## src/rtl/iter_shift_cmp_unit.sv

```systemverilog
// ---------------------------------------------------------------------------
// iter_shift_cmp_unit
//
// Multi-cycle shift / set-less-than execution unit for the ALU datapath.
// The 4-bit operation code is decoded internally into compare-signedness,
// shift direction and arithmetic-fill modes.
// Shifts advance by at most P_STEP bits per clock. Compares and illegal
// codes finish in a single pass.
// A valid/ready handshake on both sides lets the unit stall the pipeline
// while a long shift is in progress.
//
// Ports:
//   i_clk     clock, all state changes on the rising edge
//   i_rst_n   synchronous active-low reset
//   i_valid   request valid
//   o_ready   unit can accept a request (state is IDLE)
//   i_oper    operation code
//   i_a       operand A, the value shifted or compared
//   i_b       operand B, compare operand or shift amount in [SHAMT_W-1:0]
//   o_valid   result valid (state is DONE)
//   i_ready   consumer accepts the result
//   o_result  result, held stable while o_valid is high
//   o_err     unsupported operation code, qualified by o_valid
//   o_busy    state is not IDLE
// ---------------------------------------------------------------------------
module iter_shift_cmp_unit #(
  parameter int DATA_W = 32,
  parameter int P_STEP = 1
) (
  input  logic              i_clk,
  input  logic              i_rst_n,
  input  logic              i_valid,
  output logic              o_ready,
  input  logic [3:0]        i_oper,
  input  logic [DATA_W-1:0] i_a,
  input  logic [DATA_W-1:0] i_b,
  output logic              o_valid,
  input  logic              i_ready,
  output logic [DATA_W-1:0] o_result,
  output logic              o_err,
  output logic              o_busy
);

  localparam int SHAMT_W = $clog2(DATA_W);
  // One extra bit so that P_STEP == DATA_W is still representable.
  localparam int STEP_W  = SHAMT_W + 1;
  localparam logic [STEP_W-1:0] STEP = STEP_W'(P_STEP);

  localparam logic [3:0] OP_SLT  = 4'b0001;
  localparam logic [3:0] OP_SLTU = 4'b0011;
  localparam logic [3:0] OP_SLL  = 4'b0111;
  localparam logic [3:0] OP_SRL  = 4'b0101;
  localparam logic [3:0] OP_SRA  = 4'b1001;

  typedef enum logic [1:0] {
    IDLE,
    SHIFT,
    DONE
  } state_t;

  state_t              state;
  logic [DATA_W-1:0]   work;
  logic [SHAMT_W-1:0]  remaining;
  logic                shift_left;
  logic                shift_arith;

  // Decode of the incoming request; only used on the accept edge.
  logic                dec_cmp;
  logic                dec_shift;
  logic                dec_left;
  logic                dec_arith;
  logic                dec_lt;
  logic [SHAMT_W-1:0]  dec_shamt;

  always_comb begin
    dec_cmp   = 1'b0;
    dec_shift = 1'b0;
    dec_left  = 1'b0;
    dec_arith = 1'b0;
    dec_lt    = 1'b0;
    dec_shamt = i_b[SHAMT_W-1:0];
    case (i_oper)
      OP_SLT: begin
        dec_cmp = 1'b1;
        dec_lt  = ($signed(i_a) < $signed(i_b));
      end
      OP_SLTU: begin
        dec_cmp = 1'b1;
        dec_lt  = (i_a < i_b);
      end
      OP_SLL: begin
        dec_shift = 1'b1;
        dec_left  = 1'b1;
      end
      OP_SRL: begin
        dec_shift = 1'b1;
      end
      OP_SRA: begin
        dec_shift = 1'b1;
        dec_arith = 1'b1;
      end
      default: begin
        dec_cmp   = 1'b0;
        dec_shift = 1'b0;
      end
    endcase
  end

  // One shift chunk: the step is the smaller of P_STEP and what is left, so
  // the final chunk is partial when the amount is not a multiple of P_STEP.
  logic [STEP_W-1:0]   rem_ext;
  logic [STEP_W-1:0]   step_k;
  logic [DATA_W-1:0]   shifted;
  logic [SHAMT_W-1:0]  rem_next;

  always_comb begin
    rem_ext  = {1'b0, remaining};
    step_k   = (rem_ext < STEP) ? rem_ext : STEP;
    if (shift_left) begin
      shifted = work << step_k;
    end else if (shift_arith) begin
      shifted = $unsigned($signed(work) >>> step_k);
    end else begin
      shifted = work >> step_k;
    end
    rem_next = remaining - step_k[SHAMT_W-1:0];
  end

  // Control FSM and datapath registers. The result is loaded exactly when
  // entering DONE and is left untouched until the consumer takes it.
  always_ff @(posedge i_clk) begin
    if (!i_rst_n) begin
      state       <= IDLE;
      work        <= '0;
      remaining   <= '0;
      shift_left  <= 1'b0;
      shift_arith <= 1'b0;
      o_result    <= '0;
      o_err       <= 1'b0;
    end else begin
      case (state)
        IDLE: begin
          if (i_valid) begin
            shift_left  <= dec_left;
            shift_arith <= dec_arith;
            if (dec_cmp) begin
              o_result <= {{(DATA_W-1){1'b0}}, dec_lt};
              o_err    <= 1'b0;
              state    <= DONE;
            end else if (!dec_shift) begin
              o_result <= '0;
              o_err    <= 1'b1;
              state    <= DONE;
            end else if (dec_shamt == '0) begin
              o_result <= i_a;
              o_err    <= 1'b0;
              state    <= DONE;
            end else begin
              work      <= i_a;
              remaining <= dec_shamt;
              o_err     <= 1'b0;
              state     <= SHIFT;
            end
          end
        end
        SHIFT: begin
          work      <= shifted;
          remaining <= rem_next;
          if (rem_next == '0) begin
            o_result <= shifted;
            state    <= DONE;
          end
        end
        DONE: begin
          if (i_ready) begin
            state <= IDLE;
          end
        end
        default: begin
          state <= IDLE;
        end
      endcase
    end
  end

  // Handshake and status outputs are pure decodes of the registered state.
  assign o_ready = (state == IDLE);
  assign o_valid = (state == DONE);
  assign o_busy  = (state != IDLE);

endmodule

```

## config.mk

```make
export PLATFORM = sky130hd
export DESIGN_NAME = iter_shift_cmp_unit
export DESIGN_NICKNAME = d
export VERILOG_FILES = /design/src/rtl/iter_shift_cmp_unit.sv
export SDC_FILE = /design/constraint.sdc
export NUM_CORES = 1
export LEC_CHECK = 0
export ABC_CLOCK_PERIOD_IN_PS = 3000
export CORE_ASPECT_RATIO = 0.5
export CORE_MARGIN = 5
export CORE_UTILIZATION = 44
export CTS_BUF_LIST = sky130_fd_sc_hd__clkbuf_4 sky130_fd_sc_hd__clkbuf_8 sky130_fd_sc_hd__clkbuf_16
export DETAILED_ROUTE_END_ITERATION = 7
export PLACE_DENSITY = 0.79
export SLEW_MARGIN = 20
export SYNTH_ARGS = -nofsm -noshare
export SYNTH_HDL_FRONTEND = slang
export SYNTH_SLANG_ARGS = --single-unit
```

## constraint.sdc

```tcl
create_clock -name i_clk -period 3 [get_ports i_clk]
set_input_delay 0.6 -clock i_clk [delete_from_list [all_inputs] [get_ports i_clk]]
set_output_delay 0.6 -clock i_clk [all_outputs]
set_load 0.05 [all_outputs]
```

==> flow_summary_export.csv, run 1 <==
group,metric,value,unit
clock_network,cts_made_buffers,9,
clock_network,clk_pin_slew_worst_paths,0.06,ns
clock_network,cts.sinks,74,
hold_path,holdPathEnd,"shift_arith",
flow_run,maxCapViolCount,0,
grt,grt_pass1_wl,21600,µm
yosys,ys_types,45,
placement,portBuffers,107,
grt,grt_usage,19.9,%
detailed_routing,drcViolationCount,0,
clock_network,h-tree-depth,3,
critical_path,r2r_start,"remaining[1]",
critical_path,critPathRequiredTime,3.27,ns
hold_path,hp-start,"shift_arith",
yosys,synth_area_leaders,"dfxtp_1 (31%), a21oi_1 (8.9%), ha_1 (8.4%)",
timing,setup_viol,0,
detailed_routing,met1_length,6040,µm
timing,slew_headroom,48.3,%
timing,rsz0062_at_grt,"false",
cells_and_area,synthToLayoutAreaGrowth,31.4,%
hold_path,hold_path_depth,2,
yosys,synth_area,0.00479,mm²
clock_network,root_buffer,"clkbuf_16",
power,power.density,496,mW/mm²
cells_and_area,mostFrequentLayoutCells,"clkdlybuf4s50_1 (107), a21oi_1 (85), nor2_1 (74), dfxtp_1 (73), o21ai_0 (47)",
cells_and_area,antenna_cells,0,
cells_and_area,drive_gt1_share,9.87,%
placement,place_inst,813,
cells_and_area,nets,788,
critical_path,crit_path_frequent_cell,"a211o_1",
critical_path,cp.arrival,2.94,ns
detailed_routing,route.met3.wl,647,µm
power,p_seq_share,36.3,%
yosys,seq_area_frac_synth,30.9,%
yosys,syn_inst,602,
die,die_h,83.8,µm
die,die_w,158,µm
detailed_routing,route.met2.wl,6280,µm
power,p_switching,0.00110,W
clock_network,cts_buffer_depth,2,
critical_path,cp_max_fo,3,
die,design.core.area,0.0104,mm²
power,power_leakage,2.25,nW
placement,dp_hpwl,9470,µm
power,comb_power_share,31.1,%
cells_and_area,final_common_cell,"clkdlybuf4s50_1",
timing,fin_crit_sh,88.9,%
critical_path,criticalPathCategory,"in2reg",
timing,fmax,0.375,GHz
detailed_routing,vias,4783,
grt,grt_start_max_net_pins,64,
die,ioPinCount,108,
yosys,yosys_warnings,0,
critical_path,path_cells,"clkdlybuf4s50_1 -> inv_1 -> ha_1 -> a211o_1 -> a31oi_1 -> o221ai_1 -> a211o_1 -> a311o_1 -> o211ai_1",
critical_path,rr_endpoint,"work[1]",
power,max-vdd-ir-drop,245,µV
timing,hold_viol,0,
hold_path,min_path_type,"reg2reg",
power,power.total,0.00313,W
power,power.internal,0.00202,W
die,initial_core_util,46.1,%
die,die-area,0.0132,mm²
critical_path,cp_slowest_cell,"clkdlybuf4s50_1",
yosys,synth-main-ff-cell,"dfxtp_1",
timing,slew_violations,0,
yosys,async_reset_ff_share,0,%
clock_network,clock_latency,0.34,ns
detailed_routing,viasPerCell,5.77,
yosys,synth_top_area_cell,"dfxtp_1",
detailed_routing,drtIter0Drc,330,
critical_path,reg2reg_depth,6,
cells_and_area,fin_cells,829,
clock_network,post-cts-setup-buffer-count,0,
detailed_routing,drtPass1Iterations,5,
critical_path,slowest_delay,0.51,ns
detailed_routing,wirelength,13200,µm
power,p_sw_share,35.3,%
clock_network,cts_hold_buf,0,
yosys,synth-edff-count,0,
timing,worstMarginPinSlew,0.776,ns
clock_network,ctsResizeCount,0,
grt,grt_pass1_vias,4461,
grt,grt_antenna_before_repair,0,
yosys,syn-mean-instance-area,7.96,µm²
die,num_rows,26,
yosys,yosysTopAreaCellShare,30.9,%
detailed_routing,top_layer,"met4",
timing,skew,0.00820,ns
critical_path,worstSetupStartpointType,"primary input",
critical_path,reg2reg_slack,0.45,ns
yosys,syn_nets,706,
power,clock_power_share,32.6,%
timing,fin_crit,2.67,ns
detailed_routing,ant_nets,0,
clock_network,cts_tree,"built",
critical_path,endpoint_kind,"flop",
placement,gp_routability_congestion,0.849,
grt,grt_overflow,0,
detailed_routing,wire_per_inst,16.0,µm
yosys,ys_ff_latch,74,
outcome,outcome,"finished, final reports clean",
Yosys cell counts, drive strengths merged, types with 2 or more instances:
cell type and number:
a211o 2, a211oi 62, a21oi 85, a311oi 2, a31oi 28, and3 2
buf 16, clkbuf 33, dfxtp 74, ha 32, inv 36, mux2i 34
nand2 25, nand2b 3, nand3 5, nand4 6, nor2 75, nor2b 5
nor3 4, nor4 3, o211ai 3, o21ai 47, or4 2
worst max path at each step:
stage                             from           to  slack (ns)
after global routing            i_b[2]  o_result[0]        0.22
after CTS                       i_b[2]  o_result[0]        0.35
after detailed placement        i_b[2]  o_result[0]      -0.001
after global placement          i_b[2]  o_result[0]        0.12
final                           i_b[2]  o_result[0]        0.33
after floorplan           remaining[1]  o_result[1]        0.66
cells by family (layout without fill, tap and decap cells):
group | Yosys count | in the layout | share of synthesized area (%)
muxes | 34 | 34 | 7.10
and+or+nand+nor | 135 | 135 | 12.4
DFF | 74 | 74 | 30.9
buffers and inverters | 85 | 172 | 7.46
AOI/OAI and AO/OA | 242 | 242 | 33.8
adders and majority gates | 32 | 32 | 8.35
area by class of cell:
type                       count  area, µm²
clock buffer                  10        239
clock inverter                 6       42.5
fill                         935       4110
inverter                      36        135
multi-input combinational    443       3010
sequential                    74       1480
tap                          140        175
timing repair buffer         120       1220
registers in the layout (all words and copies together), names as in the netlist:
| signal | flops |
|---|---|
| o_err | 1 |
| o_result | 32 |
| remaining | 5 |
| shift_arith | 1 |
| shift_left | 1 |
| state | 2 |
| work | 32 |
critical path, delay by kind of cell:
family	cells	cell delay (ns)
AO/OA/AOI/OAI	6	1.48
buffers and inverters	2	0.57
adder cells (fa/ha/maj)	1	0.29
through the flow:
| step | utilization (%) | setup TNS (ns) | hold WS (ns) | setup WS (ns) | cell area (µm²) |
|---|---|---|---|---|---|
| after detailed placement | 57.8 | -0.00124 | 0.475 | -0.00124 | 6020 |
| after floorplan | - | 0 | 0.432 | 0.655 | 4790 |
| after global placement | 57.8 | 0 | 0.444 | 0.119 | 6020 |
| after global routing | 60.5 | 0 | 0.501 | 0.216 | 6300 |
| after CTS | 60.5 | 0 | 0.487 | 0.347 | 6300 |
| final | 60.5 | 0 | 0.481 | 0.332 | 6300 |
power groups by stage:
| stage | logic [W] | registers, W | clock network (W) |
|---|---|---|---|
| 2_1_floorplan | 0.000493 | 0.00129 | 0 |
| 3_3_place_gp | 0.000941 | 0.00115 | 0 |
| 3_5_place_dp | 0.000965 | 0.00115 | 0 |
| 4_1_cts | 0.000973 | 0.00113 | 0.00103 |
| 5_1_grt | 0.00106 | 0.00115 | 0.00107 |
| 6_report | 0.000972 | 0.00113 | 0.00102 |
routing by layer:
layer,vias up,GRT usage (%)
met4,0,6.01
met1,2265,25.6
li1,2375,-
met3,26,5.02
met5,-,0
met2,117,32.8
Power figures use the tool's default switching activity.
==> inputs of run 2 (changes only) <==
CORE_UTILIZATION = 50   (was 44)
CTS_BUF_LIST = sky130_fd_sc_hd__clkbuf_8 sky130_fd_sc_hd__clkbuf_16   (was sky130_fd_sc_hd__clkbuf_4 sky130_fd_sc_hd__clkbuf_8 sky130_fd_sc_hd__clkbuf_16)
PLACE_DENSITY = 0.87   (was 0.79)
==> run 2 against run 1 <==
  * Combinational power up 0.5%
  * Utilization up 6.8 points
  * Critical endpoint unchanged
  * Register-to-register slack worse by 0.02 ns
==> flow_summary_export.csv, run 2 (same netlist as run 1, synthesis figures left out) <==
group,metric,value,unit
die,num_rows,25,
clock_network,clock_latency,0.35,ns
critical_path,cp_slowest_cell,"clkdlybuf4s50_1",
grt,grt_usage,22.8,%
cells_and_area,multiInputGateArea,0.00301,mm²
power,power.total,0.00329,W
die,design.core.area,0.00938,mm²
placement,gp_routability_congestion,0.815,
timing,hold_viol,0,
clock_network,ctsResizeCount,0,
timing,worstMarginPinSlew,0.810,ns
cells_and_area,antenna_cells,0,
die,die_w,148,µm
critical_path,cp.arrival,3.00,ns
clock_network,clk_pin_slew_worst_paths,0.06,ns
die,die-area,0.0118,mm²
detailed_routing,vias,4874,
detailed_routing,drtPass1Iterations,5,
cells_and_area,synthToLayoutAreaGrowth,31.7,%
cells_and_area,regArea,0.00148,mm²
clock_network,post-cts-setup-buffer-count,0,
cells_and_area,final_common_cell,"clkdlybuf4s50_1",
die,die_h,79.2,µm
clock_network,root_buffer,"clkbuf_16",
clock_network,h-tree-depth,3,
grt,grt_start_max_net_pins,64,
cells_and_area,fillers,718,
detailed_routing,drtIter0Drc,317,
clock_network,cts_made_buffers,9,
critical_path,criticalPathCategory,"in2reg",
detailed_routing,wire_per_inst,16.6,µm
cells_and_area,final_cell_area,0.00632,mm²
detailed_routing,viasPerCell,6.02,
critical_path,slowest_delay,0.51,ns
cells_and_area,nets,788,
timing,whs,0.473,ns
detailed_routing,drcViolationCount,0,
timing,fin_tns_setup,0,ns
outcome,outcome,"finished, final reports clean",
timing,setup_viol,0,
timing,fmax,0.363,GHz
critical_path,path_cells,"clkdlybuf4s50_1 -> inv_1 -> ha_1 -> a211o_1 -> a31oi_1 -> o221ai_1 -> a211o_1 -> a311o_1 -> o211ai_1",
grt,grt_overflow,0,
critical_path,worstSetupStartpointType,"primary input",
flow_run,maxCapViolCount,0,
critical_path,cp_top_family,"compound AO/OA/AOI/OAI gates",
cells_and_area,drive_gt1_share,9.72,%
placement,dp_hpwl,9490,µm
clock_network,cts_hold_buf,0,
timing,skew,0.00454,ns
power,power_leakage,2.27,nW
critical_path,cp.buffers_inverters,2,
critical_path,critPathRequiredTime,3.25,ns
power,max-vdd-ir-drop,368,µV
grt,grt_pass1_wl,21900,µm
critical_path,cp_max_fo,3,
grt,grt_pass1_vias,4509,
critical_path,crit_path_frequent_cell,"a211o_1",
placement,post_dp_cell_area,0.00600,mm²
clock_network,cts_tree,"built",
clock_network,cts_buffer_depth,2,
power,power.density,520,mW/mm²
hold_path,min_path_type,"reg2reg",
cells_and_area,reg_top3,"o_result (32), work (32), remaining (5)",
detailed_routing,wirelength,13500,µm
timing,fin_crit,2.76,ns
timing,fin_crit_sh,91.9,%
timing,slew_headroom,46.0,%
detailed_routing,ant_nets,0,
grt,grt_antenna_before_repair,0,
timing,rsz0062_at_grt,"false",
cells_and_area,post-route-util,67.3,%
clock_network,cts.sinks,74,
critical_path,endpoint_kind,"flop",
timing,slew_violations,0,
placement,portBuffers,107,
cells_and_area,mostFrequentLayoutCells,"clkdlybuf4s50_1 (107), a21oi_1 (85), nor2_1 (74), dfxtp_1 (73), o21ai_0 (47)",
die,ioPinCount,108,
die,initial_core_util,51.1,%
-- run 2: cell count changes in the layout (fill, tap and decap cells not counted), sizes merged --
cell,change
inv,+1
bufinv,+2
clkinv,-2
clkinvlp,-1
-- run 2: path summary, 6_finish.rpt --
path              slack [ns]         start  cells past startpoint     endpoint
setup / recovery        0.24        i_b[2]                      9  o_result[0]
hold reg to reg         0.47   shift_arith                      2  shift_arith
setup reg to reg        0.43  remaining[1]                      9  o_result[0]
hold / removal          0.47   shift_arith                      2  shift_arith
-- run 2: final cells by class --
class	count	share of cell area, %
clock buffer	10	3.78
clock inverter	6	1.29
inverter	36	2.14
multi-input combinational	443	47.6
sequential	74	23.5
tap	121	2.40
timing repair buffer	120	19.3
-- run 2: metal layers --
| metal | part of all wire [%] | GRT usage, % | wire (µm) |
|---|---|---|---|
| met5 | 0 | 0 | 0 |
| met4 | 1.2 | 6.18 | 167 |
| met3 | 6.4 | 6.21 | 867 |
| met2 | 49 | 38.5 | 6560 |
| met1 | 44 | 29.0 | 5890 |
-- run 2: through the flow --
stage / std cells / setup slack, ns
after floorplan: 602 / 0.655
after global placement: 794 / 0.152
after detailed placement: 794 / -0.0113
after CTS: 810 / 0.262
after global routing: 810 / 0.167
final: 810 / 0.244
-- run 2: where the power goes --
| part | total, W | internal, W | leakage [nW] | switching [W] |
|---|---|---|---|---|
| Combinational | 0.000977 | 0.000373 | 1.50 | 0.000604 |
| Clock | 0.00117 | 0.000745 | 0.160 | 0.000429 |
| Sequential | 0.00113 | 0.00107 | 0.607 | 0.0000685 |
| Total | 0.00329 | 0.00218 | 2.27 | 0.00110 |
-- run 2: worst register-to-register path, cell delays in order, from the launching register on --
cell and delay [ns]:
dfxtp_1 0.37, or4_4 0.57, nand2b_1 0.13, ha_1 0.24
and3_1 0.25, nand2_1 0.12, o2bb2ai_4 0.20, buf_12 0.25
o21ba_2 0.19, o211ai_1 0.11
==> inputs of run 3 (changes only) <==
CTS_BUF_LIST = not set   (was sky130_fd_sc_hd__clkbuf_8 sky130_fd_sc_hd__clkbuf_16)
SLEW_MARGIN = not set   (was 20)
==> run 3 against run 2 <==
  * Sequential cell count did not move
  * Largest power group unchanged
  * Cell count is the same
  * Hold slack did not move
  * Final area stayed put
  * Via count increased by 0.14%
  * Register-to-register slack is essentially flat
  * Utilization did not move
  * Worst setup slack improved by 0.00095 ns
  * Fmax about the same
  * Clock power about the same
==> flow_summary_export.csv, run 3 (same netlist as run 1, synthesis figures left out) <==
group,metric,value,unit
detailed_routing,wirelength,13500,µm
timing,fin_crit,2.76,ns
placement,portBuffers,107,
critical_path,worstSetupStartpointType,"primary input",
power,max-vdd-ir-drop,368,µV
hold_path,min_path_type,"reg2reg",
clock_network,root_buffer,"clkbuf_16",
grt,grt_pass1_wl,21900,µm
die,initial_core_util,51.1,%
timing,worstMarginPinSlew,0.813,ns
placement,dp_hpwl,9490,µm
die,die_h,79.2,µm
die,die-area,0.0118,mm²
clock_network,cts_hold_buf,0,
clock_network,cts.sinks,74,
cells_and_area,fillers,718,
timing,rsz0062_at_grt,"false",
clock_network,ctsResizeCount,0,
detailed_routing,vias,4881,
grt,grtUsageMet1,29.0,%
critical_path,criticalPathCategory,"in2reg",
cells_and_area,final_cell_area,0.00632,mm²
timing,skew,0.00439,ns
grt,busiest_layer,"met2",
critical_path,endpoint_kind,"flop",
die,num_rows,25,
hold_path,hp-start,"shift_arith",
grt,grt_pass1_vias,4509,
clock_network,cts_tree,"built",
clock_network,cts_made_buffers,9,
timing,fin_crit_sh,91.8,%
detailed_routing,viasPerCell,6.03,
grt,grt_start_max_net_pins,64,
clock_network,clock_latency,0.35,ns
timing,slew_headroom,45.8,%
grt,grt_antenna_before_repair,0,
cells_and_area,post-route-util,67.3,%
grt,grt_use_met2,38.5,%
timing,setup_viol,0,
power,power_leakage,2.27,nW
clock_network,post-cts-setup-buffer-count,0,
cells_and_area,mostFrequentLayoutCells,"clkdlybuf4s50_1 (107), a21oi_1 (85), nor2_1 (74), dfxtp_1 (73), o21ai_0 (47)",
detailed_routing,drtIter0Drc,319,
cells_and_area,final_common_cell,"clkdlybuf4s50_1",
flow_run,maxCapViolCount,0,
power,power.total,0.00329,W
die,die_w,148,µm
critical_path,r2r_start,"remaining[1]",
power,power.density,521,mW/mm²
clock_network,cts_buffer_depth,2,
detailed_routing,ant_nets,0,
grt,grt_usage,22.8,%
grt,grt_overflow,0,
cells_and_area,synthToLayoutAreaGrowth,31.7,%
detailed_routing,drcViolationCount,0,
critical_path,crit_start,"i_b[2]",
placement,post_dp_cell_area,0.00600,mm²
critical_path,cp.arrival,3.00,ns
clock_network,clk_pin_slew_worst_paths,0.06,ns
cells_and_area,reg_top3,"o_result (32), work (32), remaining (5)",
cells_and_area,nets,788,
placement,post-place-ws,-0.0113,ns
placement,gp_routability_congestion,0.815,
grt,met3_usage,6.21,%
die,design.core.area,0.00938,mm²
timing,layout_setup_ws,0.245,ns
critical_path,reg2reg_depth,9,
outcome,outcome,"finished, final reports clean",
clock_network,h-tree-depth,3,
cells_and_area,drive_gt1_share,9.72,%
timing,slew_violations,0,
timing,fmax,0.363,GHz
timing,hold_viol,0,
die,ioPinCount,108,
critical_path,critPathRequiredTime,3.25,ns
hold_path,hold_path_depth,2,
detailed_routing,wire_per_inst,16.6,µm
cells_and_area,antenna_cells,0,
critical_path,cp_max_fo,3,
detailed_routing,drtPass1Iterations,5,
-- run 3: path summary, 6_finish.rpt --
check	to	slack (ns)
max	o_result[0]	0.24
min	shift_arith	0.47
max reg2reg	o_result[0]	0.43
min reg2reg	shift_arith	0.47
-- run 3: final cells by class --
class                           count  area [µm²]  area share, %
Multi-Input combinational cell    443        3010           47.6
Sequential cell                    74        1480           23.5
Timing Repair Buffer              120        1220           19.3
Clock buffer                       11         243           3.84
Tap cell                          121         151           2.40
Inverter                           36         135           2.14
Clock inverter                      5        77.6           1.23
-- run 3: worst max-delay path: stages --
cell and delay (ns):
clkdlybuf4s50_1 0.51, inv_1 0.05, ha_1 0.29, a211o_1 0.30, a31oi_1 0.19, o221ai_1 0.15, a211o_1 0.32, a311o_1 0.38
o211ai_1 0.23
-- run 3: power by group --
group	total, W	internal, W	switching (W)
Combinational	0.000977	0.000373	0.000604
Sequential	0.00114	0.00107	0.0000688
Clock	0.00118	0.000748	0.000429
Total	0.00329	0.00219	0.00110
-- run 3: through the flow --
step / hold WS [ns] / TNS, ns / cells
2_1_floorplan: 0.432 / 0 / 602
3_3_place_gp: 0.455 / 0 / 794
3_5_place_dp: 0.467 / -0.0113 / 794
4_1_cts: 0.476 / 0 / 810
5_1_grt: 0.514 / 0 / 810
6_report: 0.473 / 0 / 810
-- run 3: per-layer routing --
metal	routed length (µm)	vias to the layer above	share of wire (%)
met5	0	-	0
met3	828	19	6.1
li1	-	2378	-
met2	6540	154	49
met4	166	0	1.2
met1	5950	2330	44
